File: src/rtl/traffic_pkg.sv
// Shared types and helpers for the multi-phase intersection controller.
package traffic_pkg;

   // Controller states
   typedef enum logic [1:0] {
      ST_ALLRED = 2'd0,
      ST_GREEN  = 2'd1,
      ST_YELLOW = 2'd2
   } state_t;

   // Upper bound on phase count; the round-robin scan is unrolled to this size
   localparam int MAX_PH = 8;

   function automatic int max3(input int a, input int b, input int c);
      int m;
      m = a;
      if (b > m) m = b;
      if (c > m) m = c;
      return m;
   endfunction

   // Timer must hold the largest per-state tick count without wrapping
   function automatic int timer_width(input int green_max, input int yellow_t,
                                      input int allred_t);
      int m;
      m = max3(green_max, yellow_t, allred_t);
      return (m < 1) ? 1 : $clog2(m + 1);
   endfunction

   // First set bit of pend scanning from last+1 (mod n_ph); -1 when nothing pending
   function automatic int rr_next(input logic [MAX_PH-1:0] pend, input int last,
                                  input int n_ph);
      int pick;
      int cand;
      pick = -1;
      for (int k = 1; k <= MAX_PH; k++) begin
         if (k <= n_ph) begin
            cand = (last + k) % n_ph;
            if (pick < 0 && pend[3'(cand)]) pick = cand;
         end
      end
      return pick;
   endfunction

endpackage

File: src/rtl/traffic_phase_ctrl_tick_gen.sv
// Timing tick source: every clock in simulation mode, otherwise once per CLK_HZ clocks.
module tick_gen #(
   parameter bit SIM    = 1'b0,
   parameter int CLK_HZ = 50_000_000
) (
   input  logic CLK,
   input  logic RST,
   output logic tick
);

   localparam int CNT_MAX = SIM ? 0 : CLK_HZ - 1;
   localparam int CW      = (CNT_MAX > 0) ? $clog2(CNT_MAX + 1) : 1;

   logic [CW-1:0] cnt_q, cnt_d;

   assign tick = (cnt_q == CW'(CNT_MAX));

   // Prescaler wraps to zero on the tick cycle
   always_comb begin
      cnt_d = tick ? '0 : cnt_q + 1'b1;
   end

   // Prescaler register, cleared by reset so the first tick is a full period away
   always_ff @(posedge CLK) begin
      if (RST) cnt_q <= '0;
      else     cnt_q <= cnt_d;
   end

endmodule

File: src/rtl/traffic_phase_ctrl.sv
// Demand-actuated round-robin intersection controller for N_PH phases.
//
// state      | meaning
// -----------+--------------------------------------------------------------
// ST_ALLRED  | clearance interval, then pick next pending phase (rest if none)
// ST_GREEN   | phase_q served green; optional walk for the first PED_WALK_T ticks
// ST_YELLOW  | phase_q served yellow for YELLOW_T ticks
module traffic_phase_ctrl
   import traffic_pkg::*;
#(
   parameter int N_PH       = 4,
   parameter bit SIM        = 1'b0,
   parameter int CLK_HZ     = 50_000_000,
   parameter int GREEN_MIN  = 10,
   parameter int GREEN_MAX  = 30,
   parameter int YELLOW_T   = 3,
   parameter int ALLRED_T   = 2,
   parameter int PED_WALK_T = 7
) (
   input  logic                    CLK,
   input  logic                    RST,
   input  logic [N_PH-1:0]         CarReq,
   input  logic [N_PH-1:0]         PedReq,
   output logic [N_PH-1:0]         CarGreen,
   output logic [N_PH-1:0]         CarYellow,
   output logic [N_PH-1:0]         CarRed,
   output logic [N_PH-1:0]         PedGreen,
   output logic [N_PH-1:0]         PedRed,
   output logic [$clog2(N_PH)-1:0] PhaseIdx
);

   localparam int PW   = $clog2(N_PH);
   localparam int TW   = timer_width(GREEN_MAX, YELLOW_T, ALLRED_T);
   localparam int TMAX = max3(GREEN_MAX, YELLOW_T, ALLRED_T);

   // Timer holds completed ticks; "*_LAST" is the value on the tick that completes the interval
   localparam logic [TW-1:0] GMIN_LAST = TW'(GREEN_MIN - 1);
   localparam logic [TW-1:0] GMAX_LAST = TW'(GREEN_MAX - 1);
   localparam logic [TW-1:0] Y_LAST    = TW'(YELLOW_T - 1);
   localparam logic [TW-1:0] AR_LAST   = TW'(ALLRED_T - 1);
   localparam logic [TW-1:0] WALK_V    = TW'(PED_WALK_T);
   localparam logic [TW-1:0] TMAX_V    = TW'(TMAX);

   generate
      if (N_PH < 2 || N_PH > MAX_PH) begin : g_bad_nph
         $error("traffic_phase_ctrl: N_PH must be in 2..8");
      end
      if (PED_WALK_T > GREEN_MIN) begin : g_bad_walk
         $error("traffic_phase_ctrl: PED_WALK_T must not exceed GREEN_MIN");
      end
      if (GREEN_MIN < 1 || GREEN_MAX < GREEN_MIN || YELLOW_T < 1 || ALLRED_T < 1) begin : g_bad_tim
         $error("traffic_phase_ctrl: timing parameters out of range");
      end
   endgenerate

   logic tick;

   tick_gen #(
      .SIM    (SIM),
      .CLK_HZ (CLK_HZ)
   ) u_tick_gen (
      .CLK  (CLK),
      .RST  (RST),
      .tick (tick)
   );

   state_t          state_q, state_d;
   logic [TW-1:0]   timer_q, timer_d;
   logic [PW-1:0]   phase_q, phase_d;
   logic            walk_q, walk_d;
   logic [N_PH-1:0] pend_car_q, pend_car_d;
   logic [N_PH-1:0] pend_ped_q, pend_ped_d;

   logic [N_PH-1:0] pend_all;
   logic [N_PH-1:0] phase_mask;
   logic            other_dem;
   logic            car_here;
   int              nxt;
   logic            nxt_found;
   logic [PW-1:0]   nxt_idx;

   assign pend_all   = pend_car_q | pend_ped_q;
   assign phase_mask = {{(N_PH-1){1'b0}}, 1'b1} << phase_q;
   assign other_dem  = |(pend_all & ~phase_mask);
   assign car_here   = CarReq[phase_q];

   // Round-robin pick of the next pending phase after the one last served
   always_comb begin
      nxt       = rr_next(MAX_PH'(pend_all), int'(phase_q), N_PH);
      nxt_found = (nxt >= 0);
      nxt_idx   = PW'(nxt);
   end

   // Next-state, demand latches and interval timer
   always_comb begin
      state_d    = state_q;
      phase_d    = phase_q;
      walk_d     = walk_q;
      timer_d    = timer_q;
      pend_car_d = pend_car_q | CarReq;
      pend_ped_d = pend_ped_q | PedReq;

      case (state_q)
         ST_ALLRED: begin
            if (tick && timer_q >= AR_LAST && nxt_found) begin
               state_d = ST_GREEN;
               phase_d = nxt_idx;
               // A walk press landing on the entry edge is honoured here since its latch is cleared
               walk_d  = pend_ped_q[nxt_idx] | PedReq[nxt_idx];
               pend_car_d[nxt_idx] = 1'b0;
               pend_ped_d[nxt_idx] = 1'b0;
            end
         end
         ST_GREEN: begin
            if (tick && timer_q >= GMIN_LAST && other_dem &&
                (!car_here || timer_q >= GMAX_LAST)) begin
               state_d = ST_YELLOW;
            end
         end
         ST_YELLOW: begin
            if (tick && timer_q >= Y_LAST) begin
               state_d = ST_ALLRED;
            end
         end
         default: state_d = ST_ALLRED;
      endcase

      if (state_d != state_q)                 timer_d = '0;
      else if (tick && timer_q < TMAX_V)      timer_d = timer_q + 1'b1;
   end

   // State registers; reset parks on the last phase so the first scan starts at phase 0
   always_ff @(posedge CLK) begin
      if (RST) begin
         state_q    <= ST_ALLRED;
         timer_q    <= '0;
         phase_q    <= PW'(N_PH - 1);
         walk_q     <= 1'b0;
         pend_car_q <= '0;
         pend_ped_q <= '0;
      end else begin
         state_q    <= state_d;
         timer_q    <= timer_d;
         phase_q    <= phase_d;
         walk_q     <= walk_d;
         pend_car_q <= pend_car_d;
         pend_ped_q <= pend_ped_d;
      end
   end

   // Moore decode of signal heads; only the served phase can leave red
   always_comb begin
      logic served;
      CarGreen  = '0;
      CarYellow = '0;
      CarRed    = '0;
      PedGreen  = '0;
      PedRed    = '0;
      served    = 1'b0;
      for (int i = 0; i < N_PH; i++) begin
         served       = (phase_q == PW'(i));
         CarGreen[i]  = served && (state_q == ST_GREEN);
         CarYellow[i] = served && (state_q == ST_YELLOW);
         CarRed[i]    = ~(CarGreen[i] | CarYellow[i]);
         PedGreen[i]  = CarGreen[i] && walk_q && (timer_q < WALK_V);
         PedRed[i]    = ~PedGreen[i];
      end
   end

   assign PhaseIdx = phase_q;

endmodule
File: config.mk
export PLATFORM = sky130hd
export DESIGN_NAME = traffic_phase_ctrl
export DESIGN_NICKNAME = d
export VERILOG_FILES = /design/src/rtl/traffic_pkg.sv /design/src/rtl/traffic_phase_ctrl_tick_gen.sv /design/src/rtl/traffic_phase_ctrl.sv
export SDC_FILE = /design/constraint.sdc
export NUM_CORES = 1
export LEC_CHECK = 0
export BUFFER_PORTS_ARGS = -buffer_cell sky130_fd_sc_hd__buf_2
export CORE_ASPECT_RATIO = 1.1
export CORE_MARGIN = 2
export CORE_UTILIZATION = 56
export CTS_CLUSTER_SIZE = 8
export DETAILED_ROUTE_END_ITERATION = 6
export PLACE_DENSITY = 0.78
export SYNTH_ARGS = -nofsm -noshare
export SYNTH_HDL_FRONTEND = slang
export SYNTH_HIERARCHICAL = 1
export SYNTH_SLANG_ARGS = --single-unit
File: constraint.sdc
create_clock -name CLK -period 6.34 [get_ports CLK]
set_clock_uncertainty 0.05 [all_clocks]
set_input_delay 1.268 -clock CLK [delete_from_list [all_inputs] [get_ports CLK]]
set_output_delay 1.268 -clock CLK [all_outputs]
set_load 0.02 [all_outputs]
Word-level counts from Yosys, hierarchy flattened
Index checks and enable logic that the tools add are counted.

Register bits: 44. Bits in latches: 0. Memory bits (writable): 0. Memory bits (read-only): 0. Input port bits: 10. Output and inout bits: 22. Memories: 0.

Add/sub/neg operators: 6. $mul: 0. Div/mod/pow operators: 0. Magnitude comparators: 17. Equality and inequality tests: 7. Shifts and indexed selects: 1. Muxes and demuxes: 32. Bitwise operators: 25. Reduce and logical (&&, ||, !) cells: 39.

Operators with widths (count): $mux W32 (4); $lt A32 B1 Y1 const B (3); $ge A32 B1 Y1 const B (1); $logic_and A1 B1 Y1 (27); $add A26 B1 Y26 const B (1); $eq A26 B26 Y1 const B (1); $lt A3 B5 Y1 const B (4); $mux W4 (4); $and A4 B4 Y4 (3); $bmux W1 S3 (4); $mux W1 (12); $or A4 B4 Y4 (3); $reduce_or A2 Y1 (6); $not A1 Y1 (8); $not A4 Y4 (2); $bmux W1 S2 (3); $eq A2 B2 Y1 const B (3); $lt A2 B3 Y1 const B (2); $mux W2 (3); $pmux W2 S3 (1); $add A5 B1 Y5 const B (1); $ge A5 B1 Y1 const B (1); $ge A5 B2 Y1 const B (1); $ge A5 B4 Y1 const B (1); 17 further kinds (28).

Longest topological paths before layout
Depth in word-level cells: 24. Gate-level depth with buffers: 11. Mapped depth without buffers: 10.

Modules after synthesis
The synthesis kept the hierarchy.

By module, submodules not included: tick_gen (times used 1, cells each 147, area an instance 1257.5 µm²); traffic_phase_ctrl (times used 1, cells each 159, area an instance 1231.2 µm²).

Least setup slack after synthesis
OpenSTA, ideal clock, no wires.

Kind: register to output. Start: register phase_q[1], in the netlist PhaseIdx[1]. End: output PedGreen[0]. Data arrival time: 1614 ps. Data required time: 5022 ps. Path slack: 3408 ps. Stages on the path, launching flop included: 7. Buffers on the path: 1. Path through: dfxtp_1 -> clkbuf_1 -> inv_1 -> ha_1 -> and2_1 -> nand2_1 -> inv_1.

Word-level cells in the longest chain between the ends: 4.

RTL lines: start, declared (line traffic_phase_ctrl.sv:69) `logic [PW-1:0] phase_q, phase_d;`; start signal, assigned (line traffic_phase_ctrl.sv:137) `phase_q <= PW'(N_PH - 1);`; start signal, assigned (line traffic_phase_ctrl.sv:144) `phase_q <= phase_d;`; $logic_not A2 Y1 (line traffic_phase_ctrl.sv:161) `served = (phase_q == PW'(i));`; $logic_and A1 B1 Y1 (line traffic_phase_ctrl.sv:162) `CarGreen[i] = served && (state_q == ST_GREEN);`; via CarGreen[0] (line traffic_phase_ctrl.sv:24) `output logic [N_PH-1:0] CarGreen,`; $logic_and A1 B1 Y1 (2 in a row) (line traffic_phase_ctrl.sv:165) `PedGreen[i] = CarGreen[i] && walk_q && (timer_q < WALK_V);`; end, declared (line traffic_phase_ctrl.sv:27) `output logic [N_PH-1:0] PedGreen,`.

The timed path passes the listed nets, and every way through them passes these cells.

Final worst setup path
Start: register u_tick_gen.cnt_q[0]. End: register pend_car_q[1].

Word-level cells in the longest chain between the ends: 5.

RTL lines: start, declared (line traffic_phase_ctrl_tick_gen.sv:14) `logic [CW-1:0] cnt_q, cnt_d;`; start signal, assigned (line traffic_phase_ctrl_tick_gen.sv:26) `else cnt_q <= cnt_d;`; $eq A26 B26 Y1 (line traffic_phase_ctrl_tick_gen.sv:16) `assign tick = (cnt_q == CW'(CNT_MAX));`; via tick (line traffic_phase_ctrl.sv:56) `logic tick;`; $logic_and A1 B1 Y1 (2 in a row) (line traffic_phase_ctrl.sv:105) `if (tick && timer_q >= AR_LAST && nxt_found) begin`; $mux W4 (line traffic_phase_ctrl.sv:105); $mux W4 (line traffic_phase_ctrl.sv:103) `case (state_q)`; end signal, assigned (line traffic_phase_ctrl.sv:146) `pend_car_q <= pend_car_d;`; end, declared (line traffic_phase_ctrl.sv:71) `logic [N_PH-1:0] pend_car_q, pend_car_d;`.

The timed path passes the listed nets, and every way through them passes these cells. A chain may end at the register's enable or synchronous reset.

==> results by group <==
Status
  – Status: complete, no violations

Logic synthesis
  – Post-Syn Area per Cell: 8.13 µm²
  – #FFs+latches synth: 44
  – Number of synthesized flops with an enable pin: 0
  – Synthesized area: between 2000 and 2500 µm²
  – Predominant post-synthesis flop cell: dfxtp_1
  – Syn Inst Count: 306
  – Yosys warns: 6
  – Synthesized Nets: approximately 320
  – Asr flop ratio synth: 0%
  – Distinct cells, synth: 53
  – Seq/Total Area, Yosys: between 30% and 40%

STA
  – Worst-margin pin slew: 0.996 ns
  – Hold_ws: 0.440 ns
  – Final max-slew violation count: 0
  – Rel. slew slack: 33.6%
  – Max Fclk: 321 MHz
  – Min Clock Period, post-route: 3.11 ns
  – RSZ-0062 raised after global routing: false
  – Hold Fails Final Rpt: 0
  – Fin crit share: between 40 and 50%
  – Setup_tns: 0 ns
  – Final setup violation count: 0

Clock network
  – TritonCTS Sinks: 44
  – Clock Tree Buf Depth: 2
  – TritonCTS clock tree: built
  – Clock root buffer: clkbuf_8
  – Clock slew at reported path FFs: 0.08 ns
  – # H-tree levels: 2
  – Hold Buf Count CTS: 0
  – Cts repair resizes: 0
  – Clock network latency to the later pin of the worst-skew pair: approximately 0.29 ns
  – Postcts setup bufs: 0
  – Total CTS buffers: 5

Cells and area
  – Finished Core Util: 63.8%
  – Proportion of layout cells with a drive suffix above 1: 17.1%
  – Filler Cell Count: approximately 400
  – Commonest non-fill, non-tap cells in the layout: nor2_1 (47), dfxtp_1 (44), buf_2 (31), nand2_1 (24), inv_1 (16)
  – Final Cell Area: approximately 2700 µm²
  – Register area: approximately 880 µm²
  – Most common cell after layout, fill and taps aside: nor2_1
  – NumNets Final: 350
  – N_diodes: 0
  – Area occupied by multi-input gates: 1480 µm²
  – Area Overhead vs Synth: 9.90%

GRT
  – Pin count of the biggest net entering global routing: 26
  – GRT Resource Usage Total: 22.7%
  – Total gr overflow: 0
  – Global-route wire length before repair: 8630 µm
  – Vias in the first global route: 1946
  – Initial antenna violation count: 0

Die
  – # IOs: 32
  – Area of the core: between 4000 and 5000 µm²
  – Die Span X: 67.6 µm
  – Initial core utilization: 58.1%
  – Die ar.: about 5000 µm²
  – Die height: 73.9 µm
  – Row count: 25

Pwr
  – PwrDens: 182 nW/µm²
  – Maximum vdd ir drop: 127 µV
  – Leak pwr: 1.06 nW

Run
  – Max-cap violations: 0

Placed design
  – Post-DP HPWL: 3890 µm
  – I/O Buffers: 31
  – Gpl congestion: 0.880
  – Dpl cell area: 2640 µm²

Setup path
  – Startpoint Class: flop
  – Critical path class: flop to flop
  – Crit Path Max Fanout: 6
  – WP data arrival: 3.25 ns
  – Required time of the worst setup path: 6.47 ns
  – Critical path capture point type: flop
  – Reg2reg path depth: 10

Min path
  – Hold Crit Depth: 1
  – HP Class: flop to flop

Detailed routing
  – Initial DRC count: around 130
  – WL final: 5230 µm
  – Number of vias per cell: 5.78
  – DR pass1 iterations: 4
  – Drt wl/cell: 13.5 µm
  – DRC Markers: 0
  – Via Count: 2236
  – Post-route ant nets: 0
Yosys cell counts, types with 8 or more instances:
cell      n  area (µm²)
a21oi_1  13        65.1
nor2_1   47         176
inv_1    16        60.1
and2_1    8        50.1
nand4_1  10        62.6
nand2_1  24        90.1
nor3_1    9        45.0
dfxtp_1  44         881
xor2_1   10        87.6
ha_1      8         100
o21ai_0  15        75.1
nand3_1  12        60.1
logic make-up after synthesis:
group                    share of synthesized area [%]
adder cells (fa/ha/maj)                           4.02
multiplexers                                      1.71
buffers and inverters                             5.18
XOR/XNOR                                          5.98
AO/OA/AOI/OAI                                     13.7
AND/OR/NAND/NOR                                   34.0
flip-flops                                        35.4
power by group:
group | switching, mW | internal [mW] | total (mW)
combinational | 0.0169 | 0.0122 | 0.0291
sequential | 0.00789 | 0.281 | 0.289
clock | 0.0925 | 0.0870 | 0.180
total | 0.117 | 0.381 | 0.498
worst paths after layout:
| kind | slack (ns) | to | startpoint |
|---|---|---|---|
| setup / recovery | 3.23 | pend_car_q[1] | u_tick_gen/cnt_q[0] |
| hold / removal | 0.44 | u_tick_gen/cnt_q[0] | u_tick_gen/cnt_q[0] |
| setup reg to reg | 3.23 | pend_car_q[1] | u_tick_gen/cnt_q[0] |
| hold reg to reg | 0.44 | u_tick_gen/cnt_q[0] | u_tick_gen/cnt_q[0] |
through the flow:
step                worst slack [ns]  power, mW  cells
finish                          3.23      0.498    387
global route                    2.96      0.519    387
CTS                             3.25      0.504    387
detailed placement              3.28      0.325    379
global placement                3.37      0.324    379
floorplan                       3.41      0.315    306
flip-flops by register name (all words and copies together) (netlist names):
name,flops
PhaseIdx,2
pend_ped_q,4
pend_car_q,4
timer_q,5
u_tick_gen/cnt_q,26
state_q,2
walk_q,1
worst max-delay path, cell delays in order (launching register included):
cell	delay [ns]
dfxtp_1	0.41
ha_1	0.25
nand4_1	0.17
or4b_2	0.72
nor3_1	0.27
inv_1	0.14
nor3_1	0.25
and3_1	0.34
nand2_1	0.09
o21ai_0	0.23
nor2_1	0.08
per-layer routing:
layer,track usage (%),up-vias,routed length (µm)
met2,40.2,47,2640
li1,-,1142,-
met3,4.13,6,191
met1,26.7,1041,2290
met5,0,-,0
met4,9.52,0,108
final cells by class:
cell class	count	area share, %
clock buffers	6	3.02
clock inverters	2	0.366
inverters	16	2.20
multi-input cells	234	54.1
flip-flops and latches	44	32.2
well taps	54	2.47
repair buffers	31	5.67
(Power assumes the default switching activity.)
